File: src/rtl/eth_rx_pkg.sv
// Shared types and constants for the MII receive framer.
// Pure declarations; no logic, no latency.
// No flow control of its own.
package eth_rx_pkg;

    typedef enum logic [1:0] {
        ST_IDLE,
        ST_PREAMBLE,
        ST_DATA,
        ST_DROP
    } rx_state_e;

    typedef struct packed {
        logic [47:0] da;
        logic [47:0] sa;
        logic [15:0] etype;
    } hdr_t;

    localparam logic [31:0] CRC32_INIT      = 32'hFFFF_FFFF;
    localparam logic [31:0] CRC32_RESIDUE   = 32'hDEBB_20E3;
    localparam logic [31:0] CRC32_POLY_REFL = 32'hEDB8_8320;

    localparam logic [3:0] NIB_PRE = 4'h5;
    localparam logic [3:0] NIB_SFD = 4'hD;

endpackage

File: src/rtl/eth_crc32_d4.sv
// Reflected CRC32 advance by one nibble, bit 0 of the nibble first.
// Purely combinational, zero latency.
// No flow control; caller decides when to register the result.
module eth_crc32_d4
    import eth_rx_pkg::*;
(
    input  logic [31:0] crc_in,
    input  logic [3:0]  nibble,
    output logic [31:0] crc_out
);

    logic [31:0] c;

    always_comb begin
        c = crc_in;
        for (int i = 0; i < 4; i++) begin
            if (c[0] ^ nibble[i]) begin
                c = (c >> 1) ^ CRC32_POLY_REFL;
            end else begin
                c = c >> 1;
            end
        end
        crc_out = c;
    end

endmodule

File: src/rtl/mii_rx_framer.sv
// MII nibble receiver: strips preamble/SFD, packs bytes, checks FCS/length/alignment, keeps stats.
// Byte out 1 cycle after its high nibble; frame status 1 cycle after en is first seen low.
// No backpressure: the MII side cannot be stalled, so every output is a pulse or a held register.
module mii_rx_framer
    import eth_rx_pkg::*;
#(
    parameter int MIN_LEN = 64,
    parameter int MAX_LEN = 1518,
    parameter int CNT_W   = 32
) (
    input  logic             clock,
    input  logic             resetn,
    input  logic             io_mii_en,
    input  logic [3:0]       io_mii_dat,
    input  logic             io_stats_clr,
    output logic             io_byte_valid,
    output logic [7:0]       io_byte_data,
    output logic             io_byte_sof,
    output logic             io_frame_done,
    output logic             io_frame_ok,
    output logic [15:0]      io_frame_len,
    output logic [47:0]      io_da,
    output logic [47:0]      io_sa,
    output logic [15:0]      io_etype,
    output logic [CNT_W-1:0] io_ok_cnt,
    output logic [CNT_W-1:0] io_crc_err_cnt,
    output logic [CNT_W-1:0] io_len_err_cnt
);

    localparam logic [15:0]      MIN_L   = 16'(MIN_LEN);
    localparam logic [15:0]      MAX_L   = 16'(MAX_LEN);
    localparam logic [CNT_W-1:0] CNT_ONE = CNT_W'(1);

    rx_state_e   state_q, state_d;
    logic        phase_q;
    logic [3:0]  lo_q;
    logic [15:0] len_q;
    logic [31:0] crc_q, crc_nxt;
    hdr_t        shadow_q, hdr_q;
    logic [7:0]  byte_w;

    logic        frame_end, drop_end;
    logic        align_bad, len_bad, crc_bad, frame_good;

    eth_crc32_d4 u_crc (
        .crc_in  (crc_q),
        .nibble  (io_mii_dat),
        .crc_out (crc_nxt)
    );

    assign byte_w = {io_mii_dat, lo_q};

    // A dangling low nibble means the frame stopped mid-byte.
    assign align_bad  = phase_q;
    assign len_bad    = align_bad || (len_q < MIN_L) || (len_q > MAX_L);
    assign crc_bad    = (crc_q != CRC32_RESIDUE);
    assign frame_good = frame_end && !len_bad && !crc_bad;

    always_ff @(posedge clock or negedge resetn) begin
        if (!resetn) begin
            state_q <= ST_IDLE;
        end else begin
            state_q <= state_d;
        end
    end

    always_comb begin
        state_d   = state_q;
        frame_end = 1'b0;
        drop_end  = 1'b0;
        case (state_q)
            ST_IDLE: begin
                if (io_mii_en) begin
                    state_d = (io_mii_dat == NIB_PRE) ? ST_PREAMBLE : ST_DROP;
                end
            end
            ST_PREAMBLE: begin
                if (!io_mii_en) begin
                    state_d = ST_IDLE;
                end else if (io_mii_dat == NIB_SFD) begin
                    state_d = ST_DATA;
                end else if (io_mii_dat != NIB_PRE) begin
                    state_d = ST_DROP;
                end
            end
            ST_DATA: begin
                if (!io_mii_en) begin
                    state_d   = ST_IDLE;
                    frame_end = 1'b1;
                end
            end
            ST_DROP: begin
                if (!io_mii_en) begin
                    state_d  = ST_IDLE;
                    drop_end = 1'b1;
                end
            end
            default: state_d = ST_IDLE;
        endcase
    end

    // Byte assembly, CRC and header shadow; per-frame state is rearmed whenever not in DATA.
    always_ff @(posedge clock or negedge resetn) begin
        if (!resetn) begin
            phase_q       <= 1'b0;
            lo_q          <= 4'h0;
            len_q         <= 16'h0;
            crc_q         <= CRC32_INIT;
            shadow_q      <= '0;
            io_byte_valid <= 1'b0;
            io_byte_data  <= 8'h0;
            io_byte_sof   <= 1'b0;
        end else begin
            io_byte_valid <= 1'b0;
            io_byte_sof   <= 1'b0;
            if (state_q != ST_DATA || !io_mii_en) begin
                phase_q <= 1'b0;
                len_q   <= 16'h0;
                crc_q   <= CRC32_INIT;
            end else begin
                crc_q   <= crc_nxt;
                phase_q <= ~phase_q;
                if (!phase_q) begin
                    lo_q <= io_mii_dat;
                end else begin
                    io_byte_valid <= 1'b1;
                    io_byte_data  <= byte_w;
                    io_byte_sof   <= (len_q == 16'h0);
                    if (len_q != 16'hFFFF) begin
                        len_q <= len_q + 16'd1;
                    end
                    if (len_q < 16'd6) begin
                        shadow_q.da <= {shadow_q.da[39:0], byte_w};
                    end else if (len_q < 16'd12) begin
                        shadow_q.sa <= {shadow_q.sa[39:0], byte_w};
                    end else if (len_q < 16'd14) begin
                        shadow_q.etype <= {shadow_q.etype[7:0], byte_w};
                    end
                end
            end
        end
    end

    always_ff @(posedge clock or negedge resetn) begin
        if (!resetn) begin
            io_frame_done <= 1'b0;
            io_frame_ok   <= 1'b0;
            io_frame_len  <= 16'h0;
            hdr_q         <= '0;
        end else begin
            io_frame_done <= frame_end || drop_end;
            if (frame_end || drop_end) begin
                io_frame_ok  <= frame_good;
                io_frame_len <= len_q;
                if (frame_good) begin
                    hdr_q <= shadow_q;
                end
            end
        end
    end

    assign io_da    = hdr_q.da;
    assign io_sa    = hdr_q.sa;
    assign io_etype = hdr_q.etype;

    // Exactly one counter moves per frame; length-class errors mask a bad FCS.
    always_ff @(posedge clock or negedge resetn) begin
        if (!resetn) begin
            io_ok_cnt      <= '0;
            io_crc_err_cnt <= '0;
            io_len_err_cnt <= '0;
        end else if (io_stats_clr) begin
            io_ok_cnt      <= '0;
            io_crc_err_cnt <= '0;
            io_len_err_cnt <= '0;
        end else if (drop_end || (frame_end && len_bad)) begin
            io_len_err_cnt <= io_len_err_cnt + CNT_ONE;
        end else if (frame_end && crc_bad) begin
            io_crc_err_cnt <= io_crc_err_cnt + CNT_ONE;
        end else if (frame_end) begin
            io_ok_cnt <= io_ok_cnt + CNT_ONE;
        end
    end

endmodule

File: config.mk
export PLATFORM = sky130hd
export DESIGN_NAME = mii_rx_framer
export DESIGN_NICKNAME = d
export VERILOG_FILES = /design/src/rtl/eth_rx_pkg.sv /design/src/rtl/eth_crc32_d4.sv /design/src/rtl/mii_rx_framer.sv
export SDC_FILE = /design/constraint.sdc
export NUM_CORES = 1
export LEC_CHECK = 0
export CAP_MARGIN = 20
export CORE_MARGIN = 2
export CORE_UTILIZATION = 45
export CTS_BUF_LIST = sky130_fd_sc_hd__clkbuf_16
export DETAILED_ROUTE_END_ITERATION = 6
export HOLD_SLACK_MARGIN = 0.15
export PLACE_DENSITY = 0.77
export SKIP_CTS_REPAIR_TIMING = 1
export SYNTH_ARGS = -nofsm -noshare
export SYNTH_HDL_FRONTEND = slang
export SYNTH_SLANG_ARGS = --single-unit
File: constraint.sdc
create_clock -name clock -period 6.2 [get_ports clock]
set_input_delay 0.62 -clock clock [delete_from_list [all_inputs] [get_ports clock]]
set_output_delay 0.62 -clock clock [all_outputs]
set_load 0.01 [all_outputs]
### Yosys cells after proc, flatten, opt, wreduce, memory -nomap -nowiden

Index checks and enable logic that the tools add are counted.

| word-level totals | value |
|---|---|
| register bits | 403 |
| input bits | 8 |
| output and inout port bits | 236 |
| logic and storage cells | 117 |

| cells by class | value |
|---|---|
| add/subtract/negate cells | 4 |
| $lt $le $gt $ge | 5 |
| eq/ne operators | 14 |
| muxes and demuxes | 32 |
| bitwise operators | 12 |
| reductions and logical operators | 30 |

Operators with widths:

| cell | number |
|---|---|
| 32-bit 2-to-1 mux | 14 |
| 32-bit by 1-bit adder with 32-bit output (second input constant) | 3 |
| 13-bit NOT with 14-bit output | 4 |
| 16-bit 2-to-1 mux | 3 |
| 16-bit by 4-bit < comparator with 1-bit output (second input constant) | 2 |
| 32-bit inequality test (second input constant) | 1 |
| 16-bit by 1-bit adder with 16-bit output (second input constant) | 1 |
| 16-bit by 11-bit > comparator with 1-bit output (second input constant) | 1 |
| 16-bit logical NOT | 1 |
| 16-bit by 3-bit < comparator with 1-bit output (second input constant) | 1 |
| 16-bit by 7-bit < comparator with 1-bit output (second input constant) | 1 |
| 16-bit inequality test (second input constant) | 1 |
| 2-bit 2-to-1 mux | 6 |
| 2-bit inequality test (second input constant) | 5 |
| 2-bit AND reduction | 5 |
| 2-bit nonzero test | 5 |
| 3-bit AND reduction | 3 |
| 1-bit 2-to-1 mux | 8 |
| 2-bit one-hot mux with 3 select lines | 1 |
| 1-bit logical OR | 5 |
| 5-bit AND reduction | 1 |
| 2-bit equality test (second input constant) | 2 |
| 4-bit by 3-bit equality test with 1-bit output (second input constant) | 1 |
| 4-bit equality test (second input constant) | 1 |
| 10 further kinds | 21 |

### Logic depth before layout (Yosys ltp)

Gate-level depths: netlist of the first run.

| depth | value |
|---|---|
| word-level depth | 9 |
| depth in mapped cells | 11 |
| gate-level depth less buffers | 7 |

### Hierarchy

A second synthesis of the first run with hierarchy kept.

| second synthesis, totals | value |
|---|---|
| cells, all modules | 1594 |
| area, all modules | 17384.2 sq um |

By module, submodules not included:

| module | instances | cells an instance | area an instance (sq um) | seq. area each (sq um) |
|---|---|---|---|---|
| mii_rx_framer | 1 | 1544 | 16557.1 | 10124.7 |
| eth_crc32_d4 | 1 | 50 | 827.0 | 0.0 |

### Least setup slack after synthesis of the first run

OpenSTA, ideal clock, no wires.

| timing path | value |
|---|---|
| kind | input to register |
| start | input port io_mii_en |
| end | register shadow_q[100] (netlist bit) |
| library setup time | 0.127 ns |
| arrival time | 2.637 ns |
| path slack | 3.436 ns |
| stages on the path | 7 |
| path buffers | 2 |
| cell sequence | nor3b_1 > nand2_1 > or3_4 > nor3b_2 > buf_6 > buf_6 > mux2_1 |

| on the way | value |
|---|---|
| cells in the longest elaborated chain, start to end | 4 |

Ends and longest elaborated chain:

| what | RTL line | source |
|---|---|---|
| from (decl) | mii_rx_framer.sv:13 | `input logic io_mii_en,` |
| 1-bit logical NOT | mii_rx_framer.sv:116 | `if (state_q != ST_DATA \|\| !io_mii_en) begin` |
| 1-bit logical OR | mii_rx_framer.sv:116 |  |
| 1-bit NOT (no line) | -- |  |
| 3-bit AND reduction (no line) | -- |  |
| to (decl) | mii_rx_framer.sv:39 | `hdr_t shadow_q, hdr_q;` |

Every way passes these cells.
A chain may end at the register's enable or synchronous reset.

### Worst setup path after layout of the first run

| timing path | value |
|---|---|
| start | register crc_q[1] |
| end | register hdr_q, in the netlist io_da[30] |

| on the way | value |
|---|---|
| cells in the longest elaborated chain, start to end | 4 |

Ends and longest elaborated chain:

| what | RTL line | source |
|---|---|---|
| from (decl) | mii_rx_framer.sv:38 | `logic [31:0] crc_q, crc_nxt;` |
| from (signal assigned) | mii_rx_framer.sv:121 | `crc_q <= crc_nxt;` |
| 32-bit inequality test | mii_rx_framer.sv:56 | `assign crc_bad = (crc_q != CRC32_RESIDUE);` |
| 1-bit logical NOT | mii_rx_framer.sv:57 | `assign frame_good = frame_end && !len_bad && !crc_bad;` |
| 1-bit logical AND | mii_rx_framer.sv:57 |  |
| 2-bit AND reduction (no line) | -- |  |
| to (signal assigned) | mii_rx_framer.sv:156 | `hdr_q <= shadow_q;` |
| to (decl) | mii_rx_framer.sv:39 |  |

Every way passes these cells.

==> out/results.ini, run 1 <==
[drt]
viasPerCell=5.26
vias=12100
wire_per_inst_um=17.2
ant_nets=0
drtIter0Drc=639
first_pass_iters=5
drcViolationCount=0
drt-total-wl_um=39500

[critical_path]
critPathKind=reg2reg
r2r_cells=8
start_kind=flop
critPathCapture=io_da[30]
r2r_slack_ns=2.64
cp-end-kind=flop
r2r_start=crc_q[1]
worstPathMaxFanout=69
r2r_end=io_da[30]
crit_start=crc_q[1]
cp.arrival_ns=4.06
required_ns=6.70

[placement]
port_buffers=243
globalplace.congestion=0.844
hpwl_um=26300
preCtsSetupSlack_ns=2.25
placed_cells_incl_taps=2221

[sta]
setup_ws_ns=2.64
max_freq_mhz=281
final.setup.tns_ns=0
setup_violations=0
slew_violations=0
period_share_pct=57.5
finalHoldViolCount=0
worst_pin_slew_ns=1.04
max_slew_margin_pct=30.6
fin_crit_ns=3.56
rsz0062_at_grt=no
fin_worst_skew_ns=0.0110

[global_route]
grtUsageTotal_pct=20.4
grt_overflow=0
grt_pass1_vias=11900
antenna_found_initial=0
top_usage_layer=met2
grt_pass1_wl_um=63700
grt_util_met1_pct=28.3
grt_max_degree=164
met2_usage_pct=32.9
grtUsageMet3_pct=3.50

[floorplanning]
chipWidth_um=198
top_level_ports=244
core_area_um2=36800
die_area_um2=39000
fp.dieH_um=198
num_rows=70
initial_core_util_pct=45.9

[power]
leakagePower_nw=9.67
p_per_area_nw_per_um2=262
ir_drop_mv=0.221

[flow_run]
cap_violations=0

[clock_network]
clk-insertion-delay-late_ns=0.57
numClockSinks=403
clockRootBuffer=clkbuf_16
path_clk_slew_ns=0.06
cts_buffers=42
htree_levels=2
clockBufferDepth=3
cts_tree=yes

[status]
status=finished, final reports clean

[synth]
synthArstFlopShare_pct=100
syn_nets=1579
ys_types=54
synth_edf_count=0
ys.flop_type=dfrtp_1
yosysSeqAreaShare_pct=60.0
synth_warnings=0
syn-cell-area_um2=16900
synth.avg_cell_area_um2=10.8
yosys_register_bits=403
synth_cells=1566

[layout]
post-route-util_pct=57.3
instances_no_fill=2301
syn_to_final_growth_pct=24.9
drive_above_1_share_pct=12.5
antennaDiodeCount=0
n_fill_cell=3077
nNetsFinal=1812

[worst_hold_path]
min_path_type=reg2reg

[per-stage QoR]
step | power [mW] | cell area, um2 | hold WS [ns]
detailed placement | 3.10 | 19700 | 0.455
floorplan | 2.94 | 16900 | 0.324
CTS | 5.58 | 21100 | 0.152
global route | 5.72 | 21100 | 0.488
finish | 5.51 | 21100 | 0.462
global placement | 3.09 | 19700 | 0.451
[registers in the layout, summed over array words and instances, names as in the netlist, 8 cells and up]
register,count
shadow_q,112
io_da,48
io_sa,48
crc_q,32
io_crc_err_cnt,32
io_len_err_cnt,32
io_ok_cnt,32
io_etype,16
io_frame_len,16
len_q,16
io_byte_data,8
[logic make-up after synthesis]
family          Yosys count  synth area share, %
buf+inv                  90                 2.43
xor+xnor                131                 6.80
fa+ha+maj                 5                0.371
mux                     127                 8.46
simple gates            763                 20.1
flops                   403                 60.0
compound gates           47                 1.83
[worst max-delay path, stage by stage (launching register included)]
cell,delay (ns)
dfstp_2,0.55
nor4bb_1,0.38
nand4_1,0.38
or4b_1,0.62
nor4_4,0.15
buf_4,0.60
buf_4,0.52
nand2_1,0.13
nand2_1,0.09
[worst min-delay path by stage]
stage	endpoint	startpoint	slack (ns)	depth (start not counted)
floorplan	align_bad	resetn	0.32	0
detailed placement	io_etype[14]	io_etype[14]	0.45	2
finish	io_etype[14]	io_etype[14]	0.46	2
global placement	io_etype[7]	io_etype[7]	0.45	2
CTS	io_byte_data[5]	resetn	0.15	1
global route	io_etype[13]	io_etype[13]	0.49	2
[cell type report]
class	count	area (um2)	share of cell area, %
clock buffers	42	1050	4.99
clock inverters	36	298	1.41
inverters	20	75.1	0.356
multi-input cells	1073	6370	30.2
flip-flops and latches	403	10100	48.1
well taps	468	586	2.78
repair buffers	259	2560	12.2
[cells in the final DEF, fill, tap and decap left out, types with 6 or more instances in the layout]
| master | n |
|---|---|
| a21oi_1 | 17 |
| and3_1 | 16 |
| and4_1 | 6 |
| buf_4 | 13 |
| clkbuf_16 | 42 |
| clkdlybuf4s50_1 | 241 |
| clkinv_1 | 12 |
| dfrtp_1 | 371 |
| dfstp_2 | 32 |
| inv_1 | 31 |
| mux2_1 | 22 |
| mux2_2 | 103 |
| nand2_1 | 453 |
| nand3_1 | 38 |
| nand4_1 | 32 |
| nor2_1 | 114 |
| nor3_1 | 23 |
| nor4_1 | 30 |
| nor4bb_1 | 8 |
| o21ai_0 | 15 |
| or2_2 | 9 |
| or3_1 | 13 |
| xnor2_1 | 77 |
| xor2_1 | 54 |
[synth_stat cells, drive strengths merged (3+ instances only)]
library cell  count  share of area [%]
nand2b            3               0.11
mux2            125                8.3
nand3            39                1.2
nor4             33                1.3
or2               9               0.33
a21oi            17               0.50
xnor2            77                4.0
nor3             24               0.78
dfstp            32                5.0
and4              6               0.31
nand4            32                1.2
inv              20               0.45
buf              26                1.0
or3              15               0.59
o21ai            16               0.47
nor4bb            8               0.47
nand2           453                 10
clkbuf           44               0.98
nor2            115                2.6
dfrtp           371                 55
xor2             54                2.8
ha                5               0.37
and3             16               0.59
[routing by layer]
| metal | up-vias | share of wire (%) |
|---|---|---|
| li1 | 5650 | - |
| met1 | 6111 | 45 |
| met2 | 298 | 48 |
| met3 | 55 | 5.1 |
| met4 | 0 | 2.1 |
| met5 | - | 0 |
[report_power, final]
part           internal, mW  switching (mW)
Clock                  1.41            1.05
Sequential             2.72          0.0737
Combinational         0.116           0.148
Total                  4.24            1.27
Note: power is estimated with default switching activity, not from simulation.
==> inputs of run 2 (changes only) <==
==> constraint.sdc (replaced) <==
create_clock -name clock -period 3.5 [get_ports clock]
set_input_delay 0.35 -clock clock [delete_from_list [all_inputs] [get_ports clock]]
set_output_delay 0.35 -clock clock [all_outputs]
set_load 0.01 [all_outputs]
==> out/results.ini, run 2 (same netlist as run 1, synthesis figures left out) <==
[clock_network]
clockBufferDepth=3
clockRootBuffer=clkbuf_16
path_clk_slew_ns=0.06
numClockSinks=403
cts_buffers=42
cts_tree=yes
clk-insertion-delay-late_ns=0.57
htree_levels=2

[layout]
n_fill_cell=3048
drive_above_1_share_pct=13.4
nNetsFinal=1830
layout_common_cells=nand2_1 (453), dfrtp_1 (371), clkdlybuf4s50_1 (241)
multi_input_area_um2=6370
top_register=shadow_q
layout_commonest_cell=nand2_1
syn_to_final_growth_pct=26.0
seq_area_um2=10100
largest_reg_flops=112

[placement]
preCtsSetupSlack_ns=0.629
port_buffers=243
hpwl_um=26700
globalplace.congestion=0.861

[power]
p_per_area_nw_per_um2=454
leakagePower_nw=9.75
ir_drop_mv=0.402

[floorplanning]
core_area_um2=36800
top_level_ports=244
die_area_um2=39000
chipWidth_um=198
num_rows=70
initial_core_util_pct=45.9
fp.dieH_um=198

[critical_path]
start_kind=flop
cp.arrival_ns=3.41
worstPathCellList=nor4bb_1 > nand4_1 > or2_2 > buf_4 > nor4_1 > or3b_1 > a21oi_1
cp_num_buf_inv=1
max_stage_delay_ns=0.53
crit_start=crc_q[1]
crit_cells=7
worstPathMaxFanout=31
r2r_end=io_ok_cnt[13]
crit_family=simple AND/OR/NAND/NOR gates
cp_slowest_cell=dfstp_2
r2r_cells=7
r2r_start=crc_q[1]
critPathCapture=io_ok_cnt[13]
required_ns=3.98
r2r_slack_ns=0.56
cp-end-kind=flop
critPathKind=reg2reg

[sta]
fin_crit_ns=2.94
setup_violations=0
setup_ws_ns=0.564
worst_pin_slew_ns=0.813
period_share_pct=83.9
fin_worst_skew_ns=0.0283
final.setup.tns_ns=0
max_slew_margin_pct=45.4
slew_violations=0
max_freq_mhz=341
finalHoldViolCount=0
rsz0062_at_grt=no

[drt]
first_pass_iters=5
vias=12100
drcViolationCount=0
ant_nets=0
viasPerCell=5.22
wire_per_inst_um=17.2
drtIter0Drc=642
drt-total-wl_um=39700

[global_route]
grt_overflow=0
grt_max_degree=100
antenna_found_initial=1
grt_pass1_wl_um=64300
grtUsageTotal_pct=20.7
grt_pass1_vias=12100

[flow_run]
cap_violations=0

[worst_hold_path]
min_path_type=in2reg
hold_depth=2

[status]
status=finished, final reports clean

==> run 2: cell count changes in the layout (fill, tap and decap cells not counted), sizes merged <==
cell / before / now
buf: 16 / 35
inv: 33 / 29
bufinv: 4 / 2
clkinvlp: 1 / 3
clkinv: 18 / 17
diode: 0 / 1
==> run 2: report_power, final <==
part,total (mW),internal [mW],switching [mW]
registers,4.93,4.81,0.125
logic,0.489,0.221,0.268
clock network,4.22,2.38,1.84
==> run 2: worst reg2reg max path: cells and delay by family, from the launching register on <==
| kind | cells | cell delay, ns |
|---|---|---|
| flops | 1 | 0.53 |
| simple gates | 5 | 1.93 |
| buf+inv | 1 | 0.24 |
| compound gates | 1 | 0.16 |
==> run 2: cell type report <==
| type | count | share of cell area, % |
|---|---|---|
| timing repair buffer | 277 | 13.2 |
| clock inverter | 31 | 1.03 |
| antenna | 1 | 0.0118 |
| multi-input combinational | 1073 | 30.0 |
| clock buffer | 43 | 5.06 |
| tap | 468 | 2.76 |
| inverter | 20 | 0.353 |
| sequential | 403 | 47.6 |
==> run 2: worst min-delay path by stage <==
stage,startpoint,endpoint,slack (ns)
final,io_stats_clr,io_len_err_cnt[27],0.35
after global routing,io_stats_clr,io_len_err_cnt[25],0.35
after CTS,resetn,io_byte_data[0],-0.17
after detailed placement,resetn,len_q[15],0.42
after global placement,resetn,len_q[15],0.42
after floorplan,resetn,align_bad,0.05
==> run 2: through the flow <==
stage / util [%] / hold WS (ns) / instances / total power, mW / cell area (um2)
after CTS: 57.7 / -0.170 / 2314 / 9.77 / 21200
after floorplan: - / 0.0544 / 1566 / 5.21 / 16900
final: 57.8 / 0.346 / 2316 / 9.64 / 21300
after detailed placement: 54.2 / 0.424 / 2240 / 5.52 / 19900
after global placement: 54.2 / 0.417 / 2240 / 5.50 / 19900
after global routing: 57.8 / 0.354 / 2315 / 10.0 / 21200
==> run 2: routing by layer <==
layer  vias to the layer above  global-route usage (%)  wire [um]
met5                         -                       0          0
met4                         0                    7.49       1120
met3                        66                    4.11       2360
met2                       316                    33.2      18900
met1                      6029                    28.1      17400
li1                       5679                       -          -
